==> src/rtl/kernel_pkg.sv <==
// kernel_pkg: shared definitions for the CU 3x3 Gaussian kernel path.
//   DATA_W      - sample/result width
//   KTAPS       - samples per 3x3 window
//   KNORM_SHIFT - normalisation shift (total kernel weight is 16)
//   tap_shift() - weight of a raster-order tap expressed as a left shift
//   kstate_t    - window collection FSM states
package kernel_pkg;

  localparam int DATA_W      = 16;
  localparam int KTAPS       = 9;
  localparam int KNORM_SHIFT = 4;

  typedef enum logic [1:0] {
    K_IDLE,
    K_ACCUM,
    K_DONE
  } kstate_t;

  // Weights 1 2 1 / 2 4 2 / 1 2 1 in raster order: corners x1, edges x2,
  // centre x4.
  function automatic logic [1:0] tap_shift(input logic [3:0] tap);
    case (tap)
      4'd4:                    return 2'd2;
      4'd1, 4'd3, 4'd5, 4'd7:  return 2'd1;
      default:                 return 2'd0;
    endcase
  endfunction

endpackage

==> src/rtl/kernel_accum.sv <==
// kernel_accum: collects one 3x3 window of unsigned samples in raster order,
// forms the Gaussian-weighted sum (1 2 1 / 2 4 2 / 1 2 1), normalises it by 16
// and emits one down-sampled pixel per window.
//
// Optional feature: define KERNEL_ROUND_EN to round half-up when normalising;
// otherwise the result is truncated. Latency is identical in both builds.
//
// Ports:
//   clk        rising-edge clock
//   rst_n      synchronous active-low reset
//   in_valid   sample valid
//   in_ready   block can accept a sample
//   in_data    unsigned sample
//   in_last    marks the 9th sample of the window (checked, not used to count)
//   out_valid  result valid
//   out_ready  consumer accepts result
//   out_data   normalised weighted sum
//   err_frame  sticky flag: in_last did not line up with the 9th sample
//   clr        synchronous abort of the current window
module kernel_accum
  import kernel_pkg::*;
#(
  parameter int DATA_W = kernel_pkg::DATA_W,
  parameter int ACC_W  = DATA_W + 4,
  parameter int TAPS   = KTAPS
) (
  input  logic              clk,
  input  logic              rst_n,
  input  logic              in_valid,
  output logic              in_ready,
  input  logic [DATA_W-1:0] in_data,
  input  logic              in_last,
  output logic              out_valid,
  input  logic              out_ready,
  output logic [DATA_W-1:0] out_data,
  output logic              err_frame,
  input  logic              clr
);

  kstate_t          state, state_nx;
  logic [3:0]       tap_p0;
  logic [ACC_W-1:0] acc_p0;
  logic [ACC_W-1:0] acc_sum;
  logic             accept;
  logic             last_tap;
  logic             out_hs;

  function automatic logic [DATA_W-1:0] norm(input logic [ACC_W-1:0] a);
    logic [ACC_W-1:0] r;
`ifdef KERNEL_ROUND_EN
    r = a + (ACC_W'(1) << (KNORM_SHIFT - 1));
`else
    r = a;
`endif
    return r[ACC_W-1:KNORM_SHIFT];
  endfunction

  // in_ready is gated by rst_n so it reads 0 throughout reset.
  assign in_ready  = rst_n && (state != K_DONE);
  assign out_valid = (state == K_DONE);
  assign accept    = in_valid && in_ready;
  assign out_hs    = out_valid && out_ready;
  assign last_tap  = (tap_p0 == 4'(TAPS - 1));
  assign acc_sum   = acc_p0 + (ACC_W'(in_data) << tap_shift(tap_p0));

  always_ff @(posedge clk) begin
    if (!rst_n) state <= K_IDLE;
    else        state <= state_nx;
  end

  always_comb begin
    state_nx = state;
    case (state)
      K_IDLE:  if (accept)             state_nx = K_ACCUM;
      K_ACCUM: if (accept && last_tap) state_nx = K_DONE;
      K_DONE:  if (out_hs)             state_nx = K_IDLE;
      default:                         state_nx = K_IDLE;
    endcase
    if (clr) state_nx = K_IDLE;
  end

  // Stage p0: accumulate; the 9th accept also registers the normalised result
  // so it appears with out_valid one cycle later.
  always_ff @(posedge clk) begin
    if (!rst_n) begin
      tap_p0    <= '0;
      acc_p0    <= '0;
      out_data  <= '0;
      err_frame <= 1'b0;
    end else if (clr) begin
      tap_p0 <= '0;
      acc_p0 <= '0;
    end else begin
      if (accept) begin
        // Framing errors are only flagged; counting always closes on tap 8.
        if (in_last != last_tap) err_frame <= 1'b1;
        acc_p0 <= acc_sum;
        if (last_tap) begin
          tap_p0   <= '0;
          out_data <= norm(acc_sum);
        end else begin
          tap_p0 <= tap_p0 + 4'd1;
        end
      end
      if (out_hs) acc_p0 <= '0;
    end
  end

endmodule

==> config.mk <==
export PLATFORM = sky130hd
export DESIGN_NAME = kernel_accum
export DESIGN_NICKNAME = d
export VERILOG_FILES = /design/src/rtl/kernel_pkg.sv /design/src/rtl/kernel_accum.sv
export SDC_FILE = /design/constraint.sdc
export NUM_CORES = 1
export LEC_CHECK = 0
export BUFFER_PORTS_ARGS = -buffer_cell sky130_fd_sc_hd__buf_2
export CAP_MARGIN = 20
export CORE_ASPECT_RATIO = 1.25
export CORE_MARGIN = 2
export CORE_UTILIZATION = 35
export DETAILED_ROUTE_END_ITERATION = 8
export PLACE_DENSITY_LB_ADDON = 0.1
export SKIP_LAST_GASP = 1
export SYNTH_ARGS = -nofsm -noshare
export SYNTH_HDL_FRONTEND = slang
export SYNTH_SLANG_ARGS = --single-unit
==> constraint.sdc <==
create_clock -name clk -period 4.15 [get_ports clk]
set_clock_uncertainty 0.15 [all_clocks]
set_input_delay 0 -clock clk [delete_from_list [all_inputs] [get_ports clk]]
set_output_delay 0 -clock clk [all_outputs]
set_load 0.02 [all_outputs]
# Yosys cells after proc, flatten, opt, wreduce, memory -nomap -nowiden
# Index checks and enable logic that the tools add are counted.
word_totals:
  output_inout_bits: 19
  reg_bits: 43
  elab_cells: 40
classes:
  addsub: 2
  n_bitwise: 2
  muxes: 6
  n_eq_ne: 13
  reduce_logical: 11
  shift: 1
op_table:
  columns: ["op", "n"]
  rows:
  - ["20-bit adder", 1]
  - ["16-bit by 2-bit << shifter with 20-bit output", 1]
  - ["4-bit by 3-bit equality test with 1-bit output (second input constant)", 3]
  - ["3-bit AND reduction", 3]
  - ["2-bit 2-to-1 mux", 3]
  - ["2-bit != test (second input constant)", 3]
  - ["2-bit one-hot mux with 3 select lines", 1]
  - ["4-bit by 1-bit adder with 4-bit output (second input constant)", 1]
  - ["4-bit by 1-bit equality test with 1-bit output (second input constant)", 1]
  - ["4-bit by 2-bit equality test with 1-bit output (second input constant)", 1]
  - ["4-bit equality test (second input constant)", 1]
  - ["1-bit logical AND", 4]
  - ["4-bit 2-to-1 mux", 1]
  - ["2-bit one-hot mux with 2 select lines", 1]
  - ["4-bit OR reduction", 1]
  - ["3-bit OR reduction", 1]
  - ["2-bit by 1-bit equality test with 1-bit output (second input constant)", 1]
  - ["2-bit equality test (second input constant)", 1]
  - ["2-bit zero test", 1]
  - ["2-bit by 1-bit != test with 1-bit output (second input constant)", 1]
  - ["1-bit inverter", 2]
  - ["2-bit OR reduction", 1]
  - ["1-bit != test", 1]

# Logic depth before layout (Yosys ltp)
# Gate-level depths: netlist of run 1.
depth:
  depth_word: 6
  ltp_mapped: 17
  mapped_depth_nobuf: 15

# Worst setup path after synthesis of run 1
# No wires, ideal clock.
synth_timing:
  path_type: "flip-flop to flip-flop"
  startpoint: "reg tap_p0[0]"
  endpoint: "reg out_data[15]"
  arrival_ns: 3.087
  period_less_slack_ns: 3.359
  setup_time_ns: 0.122
  stages_incl_launch_ff: 15
  slack_ns: 0.791
  cell_sequence: "dfxtp_1 > inv_1 > ha_1 > nand2_1 > nor2_2 > buf_2 > mux2i_1 > mux2i_1 > ha_1 > and3_2 > and2_4 > a221oi_2 > a21oi_2 > mux2i_1 > a311o_1"
synth_between:
  elab_chain_cells: 5
  word_cells_on_any_way: 11
  cone_classes: "add/sub: 1; eq/ne: 6; shift: 1; mux: 1; reduce/logical: 2"
synth_lines:
  columns: ["item", "line_no", "source"]
  rows:
  - ["start, declared", "kernel_accum.sv:41", "logic [3:0] tap_p0;"]
  - ["start signal, assigned", "kernel_accum.sv:102", "tap_p0 <= tap_p0 + 4'd1;"]
  - ["4-bit by 1-bit equality test with 1-bit output, or another cell as far along", "kernel_pkg.sv:22", "case (tap)"]
  - ["4-bit OR reduction", "kernel_pkg.sv:22", null]
  - ["2-bit one-hot mux with 2 select lines", "kernel_pkg.sv:22", null]
  - ["16-bit by 2-bit << shifter with 20-bit output", "kernel_accum.sv:64", "assign acc_sum = acc_p0 + (ACC_W'(in_data) << tap_shift(tap_p0));"]
  - ["20-bit adder", "kernel_accum.sv:64", null]
  - ["end signal, assigned", "kernel_accum.sv:100", "out_data <= norm(acc_sum);"]
  - ["end, declared", "kernel_accum.sv:35", "output logic [DATA_W-1:0] out_data,"]
# Parallel ways exist; a longest one is shown, timed or not.
# A chain may end at the register's enable or synchronous reset.

# Worst setup path in the final report of run 1
layout_timing:
  startpoint: "reg tap_p0[0]"
  endpoint: "reg acc_p0[12]"
layout_between:
  elab_chain_cells: 5
  word_cells_on_any_way: 9
  cone_classes: "add/sub: 1; eq/ne: 5; shift: 1; mux: 1; reduce/logical: 1"
layout_lines:
  columns: ["item", "line_no", "source"]
  rows:
  - ["4-bit by 1-bit equality test with 1-bit output, or another cell as far along", "kernel_pkg.sv:22", null]
  - ["4-bit OR reduction", "kernel_pkg.sv:22", null]
  - ["2-bit one-hot mux with 2 select lines *", "kernel_pkg.sv:22", null]
  - ["16-bit by 2-bit << shifter with 20-bit output *", "kernel_accum.sv:64", null]
  - ["20-bit adder *", "kernel_accum.sv:64", null]
  - ["end signal, assigned", "kernel_accum.sv:97", "acc_p0 <= acc_sum;"]
  - ["end, declared", "kernel_accum.sv:42", "logic [ACC_W-1:0] acc_p0;"]
# Mark *: on every way between the ends. The rest lies on a longest branch, timed or not.

==> metrics.md, run 1 <==
| Metric | Value |
|---|---|
| Status | finished, final reports clean |
| Die Width | 87.6 microns |
| Worst-skew pair later-pin latency | 0.30 ns |
| Post-synth cell types | 59 |
| Placer Congestion | 0.854 |
| Post-Synthesis Cells | 376 |
| DR iter-0 viols | 127 |
| Yosys top cell by area | dfxtp_1 |
| Share of layout cells above drive strength 1 | 17.1% |
| Flop-to-flop setup slack | 0.53 ns |
| DR pass1 iterations | 4 |
| Placed Area | 3340 sq um |
| CTS tree | done |
| Share of the synthesized area in the top cell type | 28.2% |
| Fin Setup TNS | 0 ns |
| Die height | 109 microns |
| WP data required | 4.16 ns |
| Place WS | 0.548 ns |
| Final Cycle Share | 87.1% |
| Yosys reg bits | 43 |
| Relative max-transition margin | 53.4% |
| Vias in the first global route | 2628 |
| Starting Density | 35.5% |
| IO Count | 41 |
| Mapped Area | 3060 sq um |
| Design area | 3500 sq um |
| CP startpoint kind | flop |
| Clock sink count | 43 |
| FP Rows | 38 |
| Final hold vios | 0 |
| CP delay by family, top | simple AND/OR/NAND/NOR gates |
| Top cells by area, synth | dfxtp_1 (28%), mux2i_1 (9.2%), ha_1 (9.0%) |
| Synth warn | 0 |
| Routed wire per std cell | 14.6 microns |
| Final core occ | 40.6% |
| DR vias | 2705 |
| Endpoints failing setup | 0 |
| Syn nets | 421 |
| Crit-path cells | ha_1 -> nor2_1 -> or2_2 -> and3_1 -> ha_1 -> fa_1 -> a21oi_1 -> o211ai_1 -> nor3b_1 -> or4_1 -> nand3b_1 -> a21oi_1 |
| First-pass GRT wire length | 12800 microns |
| CP Data Arrival Time | 3.62 ns |
| RSZ-0062 raised after global routing | no |
| Reg-to-Reg Start | tap_p0[0] |
| Layout area overhead | 14.3% |
| ANT cells | 0 |
| Post-detail-place hpwl | 6080 microns |
| Final Critical Period | 3.62 ns |
| Leak | 1.55 nW |
| Total Power | 947 uW |
| Min-delay src | in_valid |
| Setup crit start | tap_p0[0] |
| Crit path max fanout | 18 |
| Max Buffers Root-to-Sink | 2 |
| Max VDD drop | 140 uV |
| Post-Route WL | 7760 microns |
| Tightest Pin Transition | 0.699 ns |
| Most common cell after layout, fill and taps aside | nand2_1 |
| Max incr delay on CP | 0.50 ns |
| CP Class | reg2reg |
| Post-DRT Antenna Nets | 0 |
| Clock transition at path regs | 0.09 ns |
| Max frequency | 277 MHz |
| TritonCTS Buffers | 5 |
| Worst hold margin | 0.115 ns |
| Post-Syn Area per Cell | 8.13 sq um |
| GRT Resource Usage Total | 17.3% |
| PwrDens | 271 nW/um^2 |
| Die footprint | 9510 sq um |
| # DRC | 0 |
| Most frequent cells in the layout | nand2_1 (64), dfxtp_1 (43), buf_2 (40), a21oi_1 (37), mux2i_1 (28) |
| Core area | 8610 sq um |
| Setup WS post-layout | 0.535 ns |
| EDFF count, synth | 0 |
| Max-capacitance violation count | 0 |
| Ys async rst share | 0% |
| Via density | 5.10 |
| Post-synthesis sequential area ratio | 28.2% |
| DP Cell Count | 518 |
| Total gr overflow | 0 |
| Hold WC Path Type | in2reg |
| Ys flop type | dfxtp_1 |
| Root Driver | clkbuf_8 |
| Slowest CP cell | or4_1 |
| I/O Buffers | 40 |
| Initial antenna violation count | 0 |
| Crit. End Element | flop |
| Fin nets | 454 |
| Post-Layout Cell Count | 530 |
| Largest net degree at the start of global routing | 25 |
| Slew Viols, Final | 0 |
| CP Buf/Inv Count | 0 |
| H-tree depth | 2 |
[routing by layer]
metal  part of all wire (%)  vias up  track usage (%)
met4                    1.4        0             5.05
li1                       -     1397                -
met3                    2.8        9             2.52
met5                      0        -                0
met2                     47       41             28.8
met1                     49     1258             22.9
[flip-flops by register name (all words and copies together) (netlist names)]
name	count
acc_p0	20
state	2
err_frame	1
out_data	16
tap_p0	4
[tightest hold or removal path: cells and delay by family]
kind	cells	cell delay [ns]
and+or+nand+nor	2	0.36
buffers and inverters	1	0.11
AOI/OAI and AO/OA	1	0.05
[cell families after synthesis]
kind of cell	after synthesis	share of synthesized area, %
AND/OR/NAND/NOR	130	21.1
multiplexers	28	9.17
buffers and inverters	32	4.38
AO/OA/AOI/OAI	100	21.8
XOR/XNOR	20	5.73
adder cells (fa/ha/maj)	23	9.66
flip-flops	43	28.2
[worst paths after layout]
check / end / cells after the start
max: acc_p0[12] / 12
min: acc_p0[3] / 4
max reg2reg: acc_p0[12] / 12
min reg2reg: out_data[0] / 2
[where the power goes]
part / internal, mW / switching, mW
Clock: 0.195 / 0.150
Sequential: 0.419 / 0.00491
Combinational: 0.0676 / 0.110
[cells in the mapped netlist, types with 2 or more instances]
cell type   n
or4_1       2
a31oi_1     4
nor2b_1     2
a211oi_1    3
o21a_1      2
dfxtp_1    43
ha_1       22
a21oi_2     2
xnor2_1    10
a21oi_1    37
o21ai_0     9
nand4_1     4
o211ai_1    3
xor2_1     10
a22o_1      3
nand2_1    64
o21ai_1     2
o21bai_1    3
or2_2       3
a21boi_0    8
mux2i_1    28
nor2_1     18
a21o_1     11
nand3b_1    4
buf_2      10
nor3_1      3
clkbuf_1    9
inv_1      11
and3_1      6
nand3_1    11
[timing repair]
action	4_1_cts	5_1_grt
hold endpoints to repair	8	0
hold buffers	4	0
gates resized for setup	0	0
setup buffers	0	0
[area by class of cell]
class | count | area [sq um]
inverters | 11 | 41.3
flip-flops and latches | 43 | 861
well taps | 120 | 150
clock buffers | 6 | 82.6
fillers | 886 | 5110
multi-input cells | 301 | 2060
repair buffers | 47 | 263
clock inverters | 2 | 35.0
Note: power is estimated with default switching activity, not from simulation.
==> inputs of run 2 (changes only) <==
- BUFFER_PORTS_ARGS: -buffer_cell sky130_fd_sc_hd__buf_2 -> -buffer_cell sky130_fd_sc_hd__clkbuf_2
- REMOVE_ABC_BUFFERS: unset -> 1
==> metrics.md, run 2 (same netlist as run 1, synthesis figures left out) <==
| Metric | Value |
|---|---|
| Status | finished, final reports clean |
| Share of layout cells above drive strength 1 | 16.7% (-0.41 points) |
| Crit path max fanout | 18 (unchanged) |
| Fin Setup TNS | 0 ns (unchanged) |
| Largest registers | acc_p0: 20 flops, out_data: 16 flops, tap_p0: 4 flops |
| Layout area overhead | 13.2% |
| Clock sink count | 43 (unchanged) |
| Placer Congestion | 0.855 (+0.19%) |
| Max-capacitance violation count | 0 (unchanged) |
| H-tree depth | 2 (unchanged) |
| Endpoints failing setup | 0 (unchanged) |
| Post-DRT Antenna Nets | 0 (unchanged) |
| Final Cycle Share | 87.3% (+0.22 points) |
| Slew Viols, Final | 0 (unchanged) |
| Design area | 3460 sq um (-1.0%) |
| Post-Route WL | 7910 microns (+1.8%) |
| IO Count | 41 (unchanged) |
| Vias in the first global route | 2502 (-4.8%) |
| Largest net degree at the start of global routing | 25 (unchanged) |
| Hold WC Path Type | in2reg |
| Crit. End Element | flop |
| Max VDD drop | 88.9 uV (-37%) |
| CP startpoint kind | flop |
| Core area | 8610 sq um (unchanged) |
| RSZ-0062 raised after global routing | no |
| Setup crit start | tap_p0[0] |
| Relative max-transition margin | 31.9% (-21 points) |
| Initial antenna violation count | 0 (unchanged) |
| CTS resizes | 0 (unchanged) |
| Most common cell after layout, fill and taps aside | nand2_1 |
| Worst reg2reg path depth | 12 (unchanged) |
| Max reg flops | 20 (unchanged) |
| Most frequent cells in the layout | nand2_1 (64), dfxtp_1 (43), clkbuf_2 (40), a21oi_1 (37), mux2i_1 (28) |
| Final Critical Period | 3.62 ns (+0.00915 ns) |
| DR pass1 iterations | 4 (unchanged) |
| Max frequency | 276 MHz (-0.25%) |
| Via density | 5.15 (+0.94%) |
| Total Power | 903 uW (-4.6%) |
| Tightest Pin Transition | 1.02 ns (+0.321 ns) |
| PwrDens | 261 nW/um^2 (-3.6%) |
| Fin nets | 452 (-0.44%) |
| CTS Hold Bufs | 3 (-1) |
| Setup WS post-layout | 0.525 ns (-0.00915 ns) |
| FP Rows | 38 (unchanged) |
| Final hold vios | 0 (unchanged) |
| CP Data Arrival Time | 3.64 ns (+0.02 ns) |
| DP Cell Count | 517 (-0.19%) |
| Total gr overflow | 0 (unchanged) |
| Setup Fix Bufs, Post-CTS | 0 (unchanged) |
| WP data required | 4.16 ns (about the same) |
| R2r endpoint | acc_p0[12] |
| Worst-skew pair later-pin latency | 0.30 ns (about the same) |
| CP endpoint | acc_p0[12] |
| Reg-to-Reg Start | tap_p0[0] |
| I/O Buffers | 40 (unchanged) |
| # DRC | 0 (unchanged) |
| DR vias | 2720 (+0.55%) |
| Post-Layout Cell Count | 528 (-0.38%) |
| Worst hold path depth | 5 (+1) |
| Post-detail-place hpwl | 5930 microns (-2.5%) |
| Placed Area | 3330 sq um (-0.22%) |
| CP Class | reg2reg |
| TritonCTS Buffers | 5 (unchanged) |
| Die footprint | 9510 sq um (unchanged) |
| Die Width | 87.6 microns (unchanged) |
| CTS tree | done |
| First-pass GRT wire length | 12600 microns (-2.1%) |
| ANT cells | 0 (unchanged) |
| Place WS | 0.566 ns (+0.0174 ns) |
| Routed wire per std cell | 15.0 microns (+2.2%) |
| Clock transition at path regs | 0.09 ns (about the same) |
| Root Driver | clkbuf_8 |
| Die height | 109 microns (unchanged) |
| GRT Resource Usage Total | 17.2% (-0.029 points) |
| Largest reg by FF count | acc_p0 |
| Max Buffers Root-to-Sink | 2 (unchanged) |
| Flop-to-flop setup slack | 0.53 ns (about the same) |
| Leak | 1.52 nW (-2.0%) |
| Starting Density | 35.5% (unchanged) |
| DR iter-0 viols | 130 (+2.4%) |
[run 2: changes by cell type in the layout (fill, tap and decap cells not counted)]
cell,previous run,this run
bufinv_16,1,0
dlygate4sd3_1,4,3
clkbuf_1,0,1
clkinv_2,1,0
buf_4,3,2
buf_2,40,0
clkbuf_8,6,7
clkbuf_2,0,40
[run 2: cell type report]
class | instances | area, sq um
clock buffer | 8 | 100
timing repair buffer | 45 | 245
fill | 912 | 5140
multi-input combinational | 301 | 2060
sequential | 43 | 861
inverter | 11 | 41.3
tap | 120 | 150
[run 2: stage by stage]
stage / utilization [%] / hold slack [ns]
final: 40.2 / 0.106
after global routing: 40.2 / 0.131
after CTS: 40.2 / 0.0985
after detailed placement: 38.7 / 0.158
after global placement: 38.7 / 0.154
after floorplan: - / -0.0218
[run 2: worst min path at each step]
| stage | to | start | slack [ns] |
|---|---|---|---|
| 2_1_floorplan | err_frame | rst_n | -0.02 |
| 3_3_place_gp | state[1] | out_ready | 0.15 |
| 3_5_place_dp | state[1] | out_ready | 0.16 |
| 4_1_cts | acc_p0[0] | in_data[0] | 0.1 |
| 5_1_grt | acc_p0[0] | in_data[0] | 0.13 |
| 6_report | acc_p0[0] | in_data[0] | 0.11 |
[run 2: critical path: stages, from the launching register on]
cell	delay, ns
dfxtp_1	0.41
ha_1	0.19
nor2_1	0.06
or2_2	0.44
and3_1	0.24
ha_1	0.22
fa_1	0.40
a21oi_1	0.25
o211ai_1	0.23
nor3b_1	0.20
or4_1	0.50
nand3b_1	0.11
a21oi_1	0.08
[run 2: power by group]
group	leakage [nW]	internal, mW	switching [mW]	total (mW)
Sequential	0.348	0.419	0.00479	0.424
Combinational	1.12	0.0664	0.109	0.175
Clock	0.0515	0.152	0.152	0.304
[run 2: metal layers]
metal  wire, microns  global-route usage, %
met1            3840                   23.4
met2            3690                   27.8
met3             283                   2.98
met4              99                   5.27
met5               0                      0
